`config.mk`:
```
export PLATFORM = sky130hd
export DESIGN_NAME = lsu_access_ctrl
export DESIGN_NICKNAME = d
export VERILOG_FILES = /design/src/rtl/lsu_access_ctrl.sv
export SDC_FILE = /design/constraint.sdc
export NUM_CORES = 1
export LEC_CHECK = 0
export CORE_ASPECT_RATIO = 1.4
export CORE_MARGIN = 2
export CORE_UTILIZATION = 29
export CTS_BUF_LIST = sky130_fd_sc_hd__clkbuf_16
export DETAILED_ROUTE_END_ITERATION = 16
export SLEW_MARGIN = 20
export SYNTH_ARGS = -nofsm -noshare
export SYNTH_HDL_FRONTEND = slang
export SYNTH_SLANG_ARGS = --single-unit
export TNS_END_PERCENT = 10
```
`constraint.sdc`:
```
create_clock -name clk -period 7.2 [get_ports clk]
set_input_delay 1.44 -clock clk [delete_from_list [all_inputs] [get_ports clk]]
set_output_delay 1.44 -clock clk [all_outputs]
set_load 0.005 [all_outputs]
```
`src/rtl/lsu_access_ctrl.sv`:
```
`default_nettype none
// ============================================================================
// Module   : lsu_access_ctrl
// Purpose  : Load/store access controller in front of the data memory.
//            Forms the effective address (base + sign-extended offset),
//            screens it for alignment and range, runs a req/ack transaction
//            to data memory and hands the result to register writeback.
//
// Ports    : clk, reset            - clock (rising edge), sync active-high reset
//            in_valid, inopcode    - execute-stage op (100011 load, 101011 store)
//            indataout1            - base register value
//            inextendout           - sign-extended offset
//            indataout2            - store data
//            inrd                  - load destination register
//            stall                 - hold upstream pipeline (combinational)
//            mem_req/we/addr/wdata - memory request, held until acknowledged
//            mem_ack, mem_rdata    - memory completion and load data
//            out_valid             - one-cycle completion pulse
//            memout                - last successful load result
//            outrd, wb_en          - writeback register and write enable
//            fault                 - misaligned, out-of-range or timeout
//
// Revision : 1.0 - initial release
// ============================================================================
module lsu_access_ctrl #(
    parameter int MEM_DEPTH = 65,
    parameter int ADDR_W    = 7,
    parameter int TIMEOUT   = 15
) (
    input  logic              clk,
    input  logic              reset,
    input  logic              in_valid,
    input  logic [5:0]        inopcode,
    input  logic [31:0]       indataout1,
    input  logic [31:0]       inextendout,
    input  logic [31:0]       indataout2,
    input  logic [4:0]        inrd,
    output logic              stall,
    output logic              mem_req,
    output logic              mem_we,
    output logic [ADDR_W-1:0] mem_addr,
    output logic [31:0]       mem_wdata,
    input  logic              mem_ack,
    input  logic [31:0]       mem_rdata,
    output logic              out_valid,
    output logic [31:0]       memout,
    output logic [4:0]        outrd,
    output logic              wb_en,
    output logic              fault
);

    localparam logic [5:0]  c_OP_LOAD  = 6'b100011;
    localparam logic [5:0]  c_OP_STORE = 6'b101011;
    localparam logic [29:0] c_DEPTH    = 30'(MEM_DEPTH);
    localparam int          c_CNT_W    = (TIMEOUT > 1) ? $clog2(TIMEOUT) : 1;
    localparam logic [c_CNT_W-1:0] c_CNT_LAST = c_CNT_W'(TIMEOUT - 1);

    typedef enum logic [1:0] {
        S_IDLE = 2'd0,
        S_REQ  = 2'd1,
        S_WAIT = 2'd2,
        S_DONE = 2'd3
    } state_t;

    state_t              r_state;
    logic [c_CNT_W-1:0]  r_cnt;
    logic [4:0]          r_rd;
    logic                r_mem_req;
    logic                r_mem_we;
    logic [ADDR_W-1:0]   r_mem_addr;
    logic [31:0]         r_mem_wdata;
    logic                r_out_valid;
    logic [31:0]         r_memout;
    logic [4:0]          r_outrd;
    logic                r_wb_en;
    logic                r_fault;

    logic [31:0]         w_ea;
    logic                w_is_ldst;
    logic                w_accept;
    logic                w_bad;

    assign w_ea      = indataout1 + inextendout;
    assign w_is_ldst = (inopcode == c_OP_LOAD) || (inopcode == c_OP_STORE);
    assign w_accept  = (r_state == S_IDLE) && in_valid && w_is_ldst;
    // Bad addresses never reach memory; they complete straight through DONE.
    assign w_bad     = (w_ea[1:0] != 2'b00) || (w_ea[31:2] >= c_DEPTH);

    // Stall covers the accepting cycle too so the op is held until latched.
    assign stall     = (r_state == S_REQ) || (r_state == S_WAIT) || w_accept;

    always_ff @(posedge clk) begin
        if (reset) begin
            r_state     <= S_IDLE;
            r_cnt       <= '0;
            r_rd        <= '0;
            r_mem_req   <= 1'b0;
            r_mem_we    <= 1'b0;
            r_mem_addr  <= '0;
            r_mem_wdata <= '0;
            r_out_valid <= 1'b0;
            r_memout    <= '0;
            r_outrd     <= '0;
            r_wb_en     <= 1'b0;
            r_fault     <= 1'b0;
        end else begin
            case (r_state)
                S_IDLE: begin
                    if (w_accept) begin
                        r_mem_we    <= (inopcode == c_OP_STORE);
                        r_mem_addr  <= w_ea[ADDR_W+1:2];
                        r_mem_wdata <= indataout2;
                        r_rd        <= inrd;
                        if (w_bad) begin
                            r_state     <= S_DONE;
                            r_out_valid <= 1'b1;
                            r_fault     <= 1'b1;
                            r_wb_en     <= 1'b0;
                            r_outrd     <= inrd;
                        end else begin
                            r_state   <= S_REQ;
                            r_mem_req <= 1'b1;
                        end
                    end
                end

                S_REQ, S_WAIT: begin
                    if (mem_ack) begin
                        r_state     <= S_DONE;
                        r_mem_req   <= 1'b0;
                        r_out_valid <= 1'b1;
                        r_fault     <= 1'b0;
                        r_wb_en     <= ~r_mem_we;
                        r_outrd     <= r_rd;
                        if (!r_mem_we) begin
                            r_memout <= mem_rdata;
                        end
                    end else if (r_state == S_REQ) begin
                        r_state <= S_WAIT;
                        r_cnt   <= '0;
                    end else if (r_cnt == c_CNT_LAST) begin
                        // Ack is checked first, so the last WAIT cycle can still succeed.
                        r_state     <= S_DONE;
                        r_mem_req   <= 1'b0;
                        r_out_valid <= 1'b1;
                        r_fault     <= 1'b1;
                        r_wb_en     <= 1'b0;
                        r_outrd     <= r_rd;
                    end else begin
                        r_cnt <= r_cnt + c_CNT_W'(1);
                    end
                end

                S_DONE: begin
                    r_out_valid <= 1'b0;
                    r_fault     <= 1'b0;
                    r_wb_en     <= 1'b0;
                    r_state     <= S_IDLE;
                end

                default: begin
                    r_state <= S_IDLE;
                end
            endcase
        end
    end

    assign mem_req   = r_mem_req;
    assign mem_we    = r_mem_we;
    assign mem_addr  = r_mem_addr;
    assign mem_wdata = r_mem_wdata;
    assign out_valid = r_out_valid;
    assign memout    = r_memout;
    assign outrd     = r_outrd;
    assign wb_en     = r_wb_en;
    assign fault     = r_fault;

endmodule
`default_nettype wire

```
==> results of run 1 <==
## path summary, 6_finish.rpt
check | depth (start not counted) | to | slack, ns | from
setup reg to reg | 11 | r_state[1]$_SDFFE_PP0P_ | 3.96 | r_state[1]$_SDFFE_PP0P_
setup / recovery | 14 | r_state[1]$_SDFFE_PP0P_ | 2.40 | indataout1[0]
hold / removal | 2 | r_rd[0]$_SDFFE_PP0P_ | 0.45 | r_rd[0]$_SDFFE_PP0P_
hold reg to reg | 2 | r_rd[0]$_SDFFE_PP0P_ | 0.45 | r_rd[0]$_SDFFE_PP0P_
## critical path: cells and delay by family
| kind | cells | cell delay (ns) |
|---|---|---|
| AO/OA/AOI/OAI | 5 | 1.06 |
| buffers and inverters | 2 | 0.53 |
| adder cells (fa/ha/maj) | 2 | 0.65 |
| AND/OR/NAND/NOR | 5 | 1.32 |
## layout by cell type (no fill, tap or decap), types with 8 or more instances in the layout
master / instances
nand3_1: 14
inv_1: 25
dfxtp_1: 92
clkdlybuf4s50_1: 223
o21ai_1: 8
o21ai_0: 28
o211ai_1: 8
a21oi_1: 126
nor2_1: 41
ha_1: 36
nand2_1: 185
clkbuf_16: 9
nor3_1: 9
nand4_1: 16
## layout make-up
class | count | area share
tap | 248 | 0.03715
clock inverter | 7 | 0.005993
multi-input combinational | 606 | 0.4262
inverter | 26 | 0.01169
clock buffer | 9 | 0.02697
timing repair buffer | 228 | 0.2715
sequential | 92 | 0.2205
## power breakdown
group          switching [mW]  internal (mW)
clock network           0.204          0.235
logic                   0.294          0.264
registers              0.0227          0.550
## layer usage
metal | vias up | track usage
li1 | 3125 | -
met4 | 0 | 0.06697
met3 | 32 | 0.02823
met1 | 2743 | 0.1965
met5 | - | 0
met2 | 209 | 0.3145
## registers in the layout (all words and copies together) (netlist names)
signal	flops
mem_req	1
memout	32
r_cnt	4
fault	1
mem_we	1
r_state	2
wb_en	1
mem_addr	7
out_valid	1
r_rd	5
outrd	5
mem_wdata	32
## cells by family (layout without fill, tap and decap cells)
group / after synthesis / after routing / share of synthesized area
buffers and inverters: 69 / 270 / 0.04851
adders and majority gates: 37 / 37 / 0.08291
and+or+nand+nor: 318 / 318 / 0.2573
xor gates and xnor gates: 8 / 8 / 0.01235
muxes: 3 / 3 / 0.005513
DFF: 92 / 92 / 0.3246
AOI/OAI and AO/OA: 240 / 240 / 0.2688
## metrics by stage
step / power [mW] / cell area, um2 / utilization
floorplan: 0.8953 / 5674 / -
global placement: 1.140 / 8077 / 0.4202
detailed placement: 1.144 / 8077 / 0.4202
CTS: 1.594 / 8352 / 0.4346
global route: 1.672 / 8352 / 0.4346
finish: 1.570 / 8352 / 0.4346
==> flow_metrics.tcl, run 1 <==
set metrics [dict create \
    dpl.cell_count 1200 \
    rsz0062_at_grt "false" \
    synth_area_leaders "dfxtp_1, nand2_1, a21oi_1" \
    synth_nets 947 \
    drt_iter0_drc 328 \
    drv_cap 0 \
    drc 0 \
    multiInputGateArea_um2 3560 \
    synth_area_um2 5674 \
    post_cts_buffers 0 \
    seq_area_frac_synth 0.3246 \
    critPathLaunchType "primary input" \
    cp.required_ns 7.40 \
    cts_tree "yes" \
    synth.top_cell.area_share 0.3246 \
    tightest_slew_ns 0.9012 \
    route.vias.total 6109 \
    synth_seq_cells 92 \
    die_h_um 169.5 \
    min_period_ns 4.797 \
    wire_per_inst_um 15.15 \
    io_pins 225 \
    crit_type "in -> reg" \
    top_layer "met4" \
    layout_setup_ws_ns 2.403 \
    post-dp-hpwl_um 14220 \
    wl_um 18430 \
    post-place-ws_ns 2.043 \
    synth_flop_cell "dfxtp_1" \
    design.core.area_um2 19220 \
    powerDensity_nw_per_um2 188.0 \
    slowest_delay_ns 0.54 \
    finalCritPeriodShare 0.6662 \
    max_freq_mhz 208.5 \
    cts_made_buffers 9 \
    wl_met2_um 9341 \
    portBuffers 224 \
    hp-class "reg -> reg" \
    cts_htree_levels 3 \
    synthArstFlopShare 0 \
    status "finished, final reports clean" \
    crit_arrival_ns 5.00 \
    cts.repair.resized 0 \
    syn_to_final_growth_pct 47.19 \
    final-seq-area_um2 1842 \
    grt_max_degree 54 \
    worstPathMaxFanout 6 \
    num_antenna_cells 0 \
    syn_inst 767 \
    start_util 0.2952 \
    cts_buffer_depth 2 \
    die_width_um 122.2 \
    clk_latency_ns 0.34 \
    dr_wl_met3_um 1061 \
    synth_cell_types 78 \
    final_nets 1143 \
    syn_avg_cell_area_um2 7.398 \
    cts_root_buf "clkbuf_16" \
    skew_ns 0.007195 \
    antenna_found_initial 0 \
    overflow 0 \
    wl_met1_um 7481 \
    ys_warn_count 0 \
    hold_viol 0 \
    cts.sinks 92 \
    setup_viol 0 \
    rows 60 \
    grtUsageTotal 0.1721 \
    hold_slack_ns 0.4520 \
    drt_first_pass_iters 5 \
    fin_setup_tns_ns 0 \
    vias_per_cell 5.024 \
    synthTopCellsByCount "nand2_1, a21oi_1, dfxtp_1, nor2_1, ha_1" \
    drive_gt1_frac 0.05165 \
    clkTransAtPathRegs_ns 0.06 \
    synth-edff-count 0 \
    grt_pass1_wl_um 28730 \
    relSlewSlack 0.3952 \
    power_leakage_nw 2.964 \
    drv_slew 0 \
    synth_top_area_cell "dfxtp_1" \
    n_fill_cell 1966 \
    path_cells "clkdlybuf4s50_1, ha_1, inv_1, fa_1, nor2b_4, o2111ai_4, a21boi_1, o221ai_1, or4_1, a32oi_1, and4_1, nand4_2, a32o_1, nor2b_1" \
    die_area_um2 20720 \
    ir_worst_vdd_mv 0.09481 \
    cp_slowest_cell "or4_1" \
    final_cells 1216 \
    post-synth-top-count-cell "nand2_1" \
    ctsHoldBuffers 0 \
    final_antenna_net_count 0 \
    grt_pass1_vias 5693 \
    endpoint_kind "flip-flop" \
    gp_congestion 0.8959 \
]
(Power assumes the default switching activity.)
==> inputs of run 2 (changes only) <==
clock period = 4.35 ns   (was 7.2 ns; I/O delays follow)
==> run 2 against run 1 <==
  * Flip-flop and latch count stayed put
  * Die area unchanged
  * Non-clock buffer count up 35
  * Sequential share of layout area shrank 0.67 points
  * Worst setup slack got worse by 2.1 ns
  * Hold slack got worse by 0.0020 ns
  * Via count up 2.2%
  * Clock power up 66%
  * Critical endpoint unchanged
==> flow_metrics.tcl, run 2 (synthesis results as in run 1) <==
set metrics [dict create \
    min_period_ns 4.048 \
    vias_per_cell 4.993 \
    hold_viol 0 \
    min_to "mem_addr[3]$_SDFFE_PP0P_" \
    portBuffers 224 \
    gp_congestion 0.8722 \
    final_nets 1178 \
    crit_arrival_ns 4.25 \
    cts_root_buf "clkbuf_16" \
    switching_share 0.3275 \
    status "finished, final reports clean" \
    mostFrequentLayoutCells "clkdlybuf4s50_1, nand2_1, a21oi_1, dfxtp_1, nor2_1" \
    crit_type "in -> reg" \
    finalCritPeriodShare 0.9305 \
    reg2reg_from "r_state[1]$_SDFFE_PP0P_" \
    final-seq-area_um2 1842 \
    cp.required_ns 4.56 \
    power_frac_comb 0.365 \
    n_fill_cell 1980 \
    power_leakage_nw 3.133 \
    rows 60 \
    drt_iter0_drc 265 \
    clkTransAtPathRegs_ns 0.06 \
    rsz0062_at_grt "false" \
    reg2regPathDepth 11 \
    powerDensity_nw_per_um2 306.5 \
    setup_viol 0 \
    power_mw 2.640 \
    overflow 0 \
    relSlewSlack 0.5641 \
    cts_tree "yes" \
    cts_htree_levels 3 \
    r2r_slack_ns 1.58 \
    p_sw_mw 0.8645 \
    max_freq_mhz 247.1 \
    skew_ns 0.009659 \
    grtUsageTotal 0.1730 \
    die_area_um2 20720 \
    endpoint_kind "flip-flop" \
    final_antenna_net_count 0 \
    p_int_mw 1.775 \
    io_pins 225 \
    clock_power_share 0.277 \
    multiInputGateArea_um2 3560 \
    num_antenna_cells 0 \
    drt_first_pass_iters 4 \
    fin_setup_tns_ns 0 \
    tightest_slew_ns 0.6538 \
    route.vias.total 6241 \
    wl_um 18470 \
    worstPathMaxFanout 6 \
    cts_buffer_depth 2 \
    post_cts_buffers 0 \
    drc 0 \
    cts.sinks 92 \
    cts_made_buffers 9 \
    grt_max_degree 51 \
    post-dp-hpwl_um 14580 \
    syn_to_final_growth_pct 51.80 \
    ctsHoldBuffers 0 \
    cts.repair.resized 0 \
    clk_latency_ns 0.34 \
    drv_slew 0 \
    hp-class "reg -> reg" \
    drv_cap 0 \
    grt_pass1_wl_um 29010 \
    rr_endpoint "r_state[1]$_SDFFE_PP0P_" \
    min_from "mem_addr[3]$_SDFFE_PP0P_" \
    antenna_found_initial 0 \
    min_delay_path_depth 2 \
    final_common_cell "clkdlybuf4s50_1" \
    die_width_um 122.2 \
    ir_worst_vdd_mv 0.1629 \
    wire_per_inst_um 14.77 \
    die_h_um 169.5 \
    design.core.area_um2 19220 \
    p_seq_frac 0.359 \
    start_util 0.2952 \
    grt_pass1_vias 5708 \
    critPathLaunchType "primary input" \
    drive_gt1_frac 0.08583 \
]
## run 2: power groups by stage
stage	sequential [mW]	combinational (mW)	clock [mW]
floorplan	0.969	0.513	0
global route	0.955	1.07	0.796
detailed placement	0.967	0.968	0
finish	0.946	0.962	0.731
CTS	0.948	0.972	0.765
global placement	0.964	0.970	0
## run 2: metal layers
layer  vias to the layer above  GRT usage  wire length (um)
met2                       200     0.3176              9554
met4                         0    0.06697               570
met5                         -          0                 0
li1                       3180          -                 -
met1                      2826     0.1971              7222
met3                        35    0.02688              1121
## run 2: final cells by class
cell class                      count  share of cell area
Multi-Input combinational cell    606              0.4133
Timing Repair Buffer              263              0.2937
Sequential cell                    92              0.2138
Tap cell                          248             0.03603
Clock buffer                        9             0.02615
Inverter                           26             0.01133
Clock inverter                      6            0.005665
## run 2: worst max path at each step
stage / start / to / slack (ns) / cells after the start
after floorplan: indataout1[0] / r_state[1]$_SDFFE_PP0P_ / 0.68 / 13
after global placement: indataout1[0] / r_state[1]$_SDFFE_PP0P_ / 0.006 / 15
after detailed placement: indataout1[0] / r_state[1]$_SDFFE_PP0P_ / -0.04 / 15
after CTS: indataout1[0] / r_state[1]$_SDFFE_PP0P_ / 0.32 / 15
after global routing: inextendout[10] / r_state[1]$_SDFFE_PP0P_ / 0.09 / 12
final: indataout1[0] / r_state[1]$_SDFFE_PP0P_ / 0.30 / 15
## run 2: per-stage QoR
step	cells	instance area [um2]	setup WS (ns)	utilization	hold WS (ns)
after floorplan	767	5674	0.6813	-	0.4332
after global placement	1235	8339	0.006049	0.4339	0.4388
after detailed placement	1235	8339	-0.03630	0.4339	0.4458
after CTS	1250	8613	0.3247	0.4482	0.4548
after global routing	1250	8613	0.09180	0.4482	0.4701
final	1250	8613	0.3022	0.4482	0.4500
## run 2: critical path: stages
cell and delay (ns):
clkdlybuf4s50_1 0.40, ha_1 0.21, inv_1 0.07, fa_1 0.26, nor2b_4 0.07, o2111ai_4 0.23
a21oi_1 0.14, o311ai_2 0.40, a21oi_1 0.15, or3_1 0.32, a222oi_1 0.34, buf_4 0.18
nand4_2 0.19, a32o_1 0.30, nor2b_1 0.13
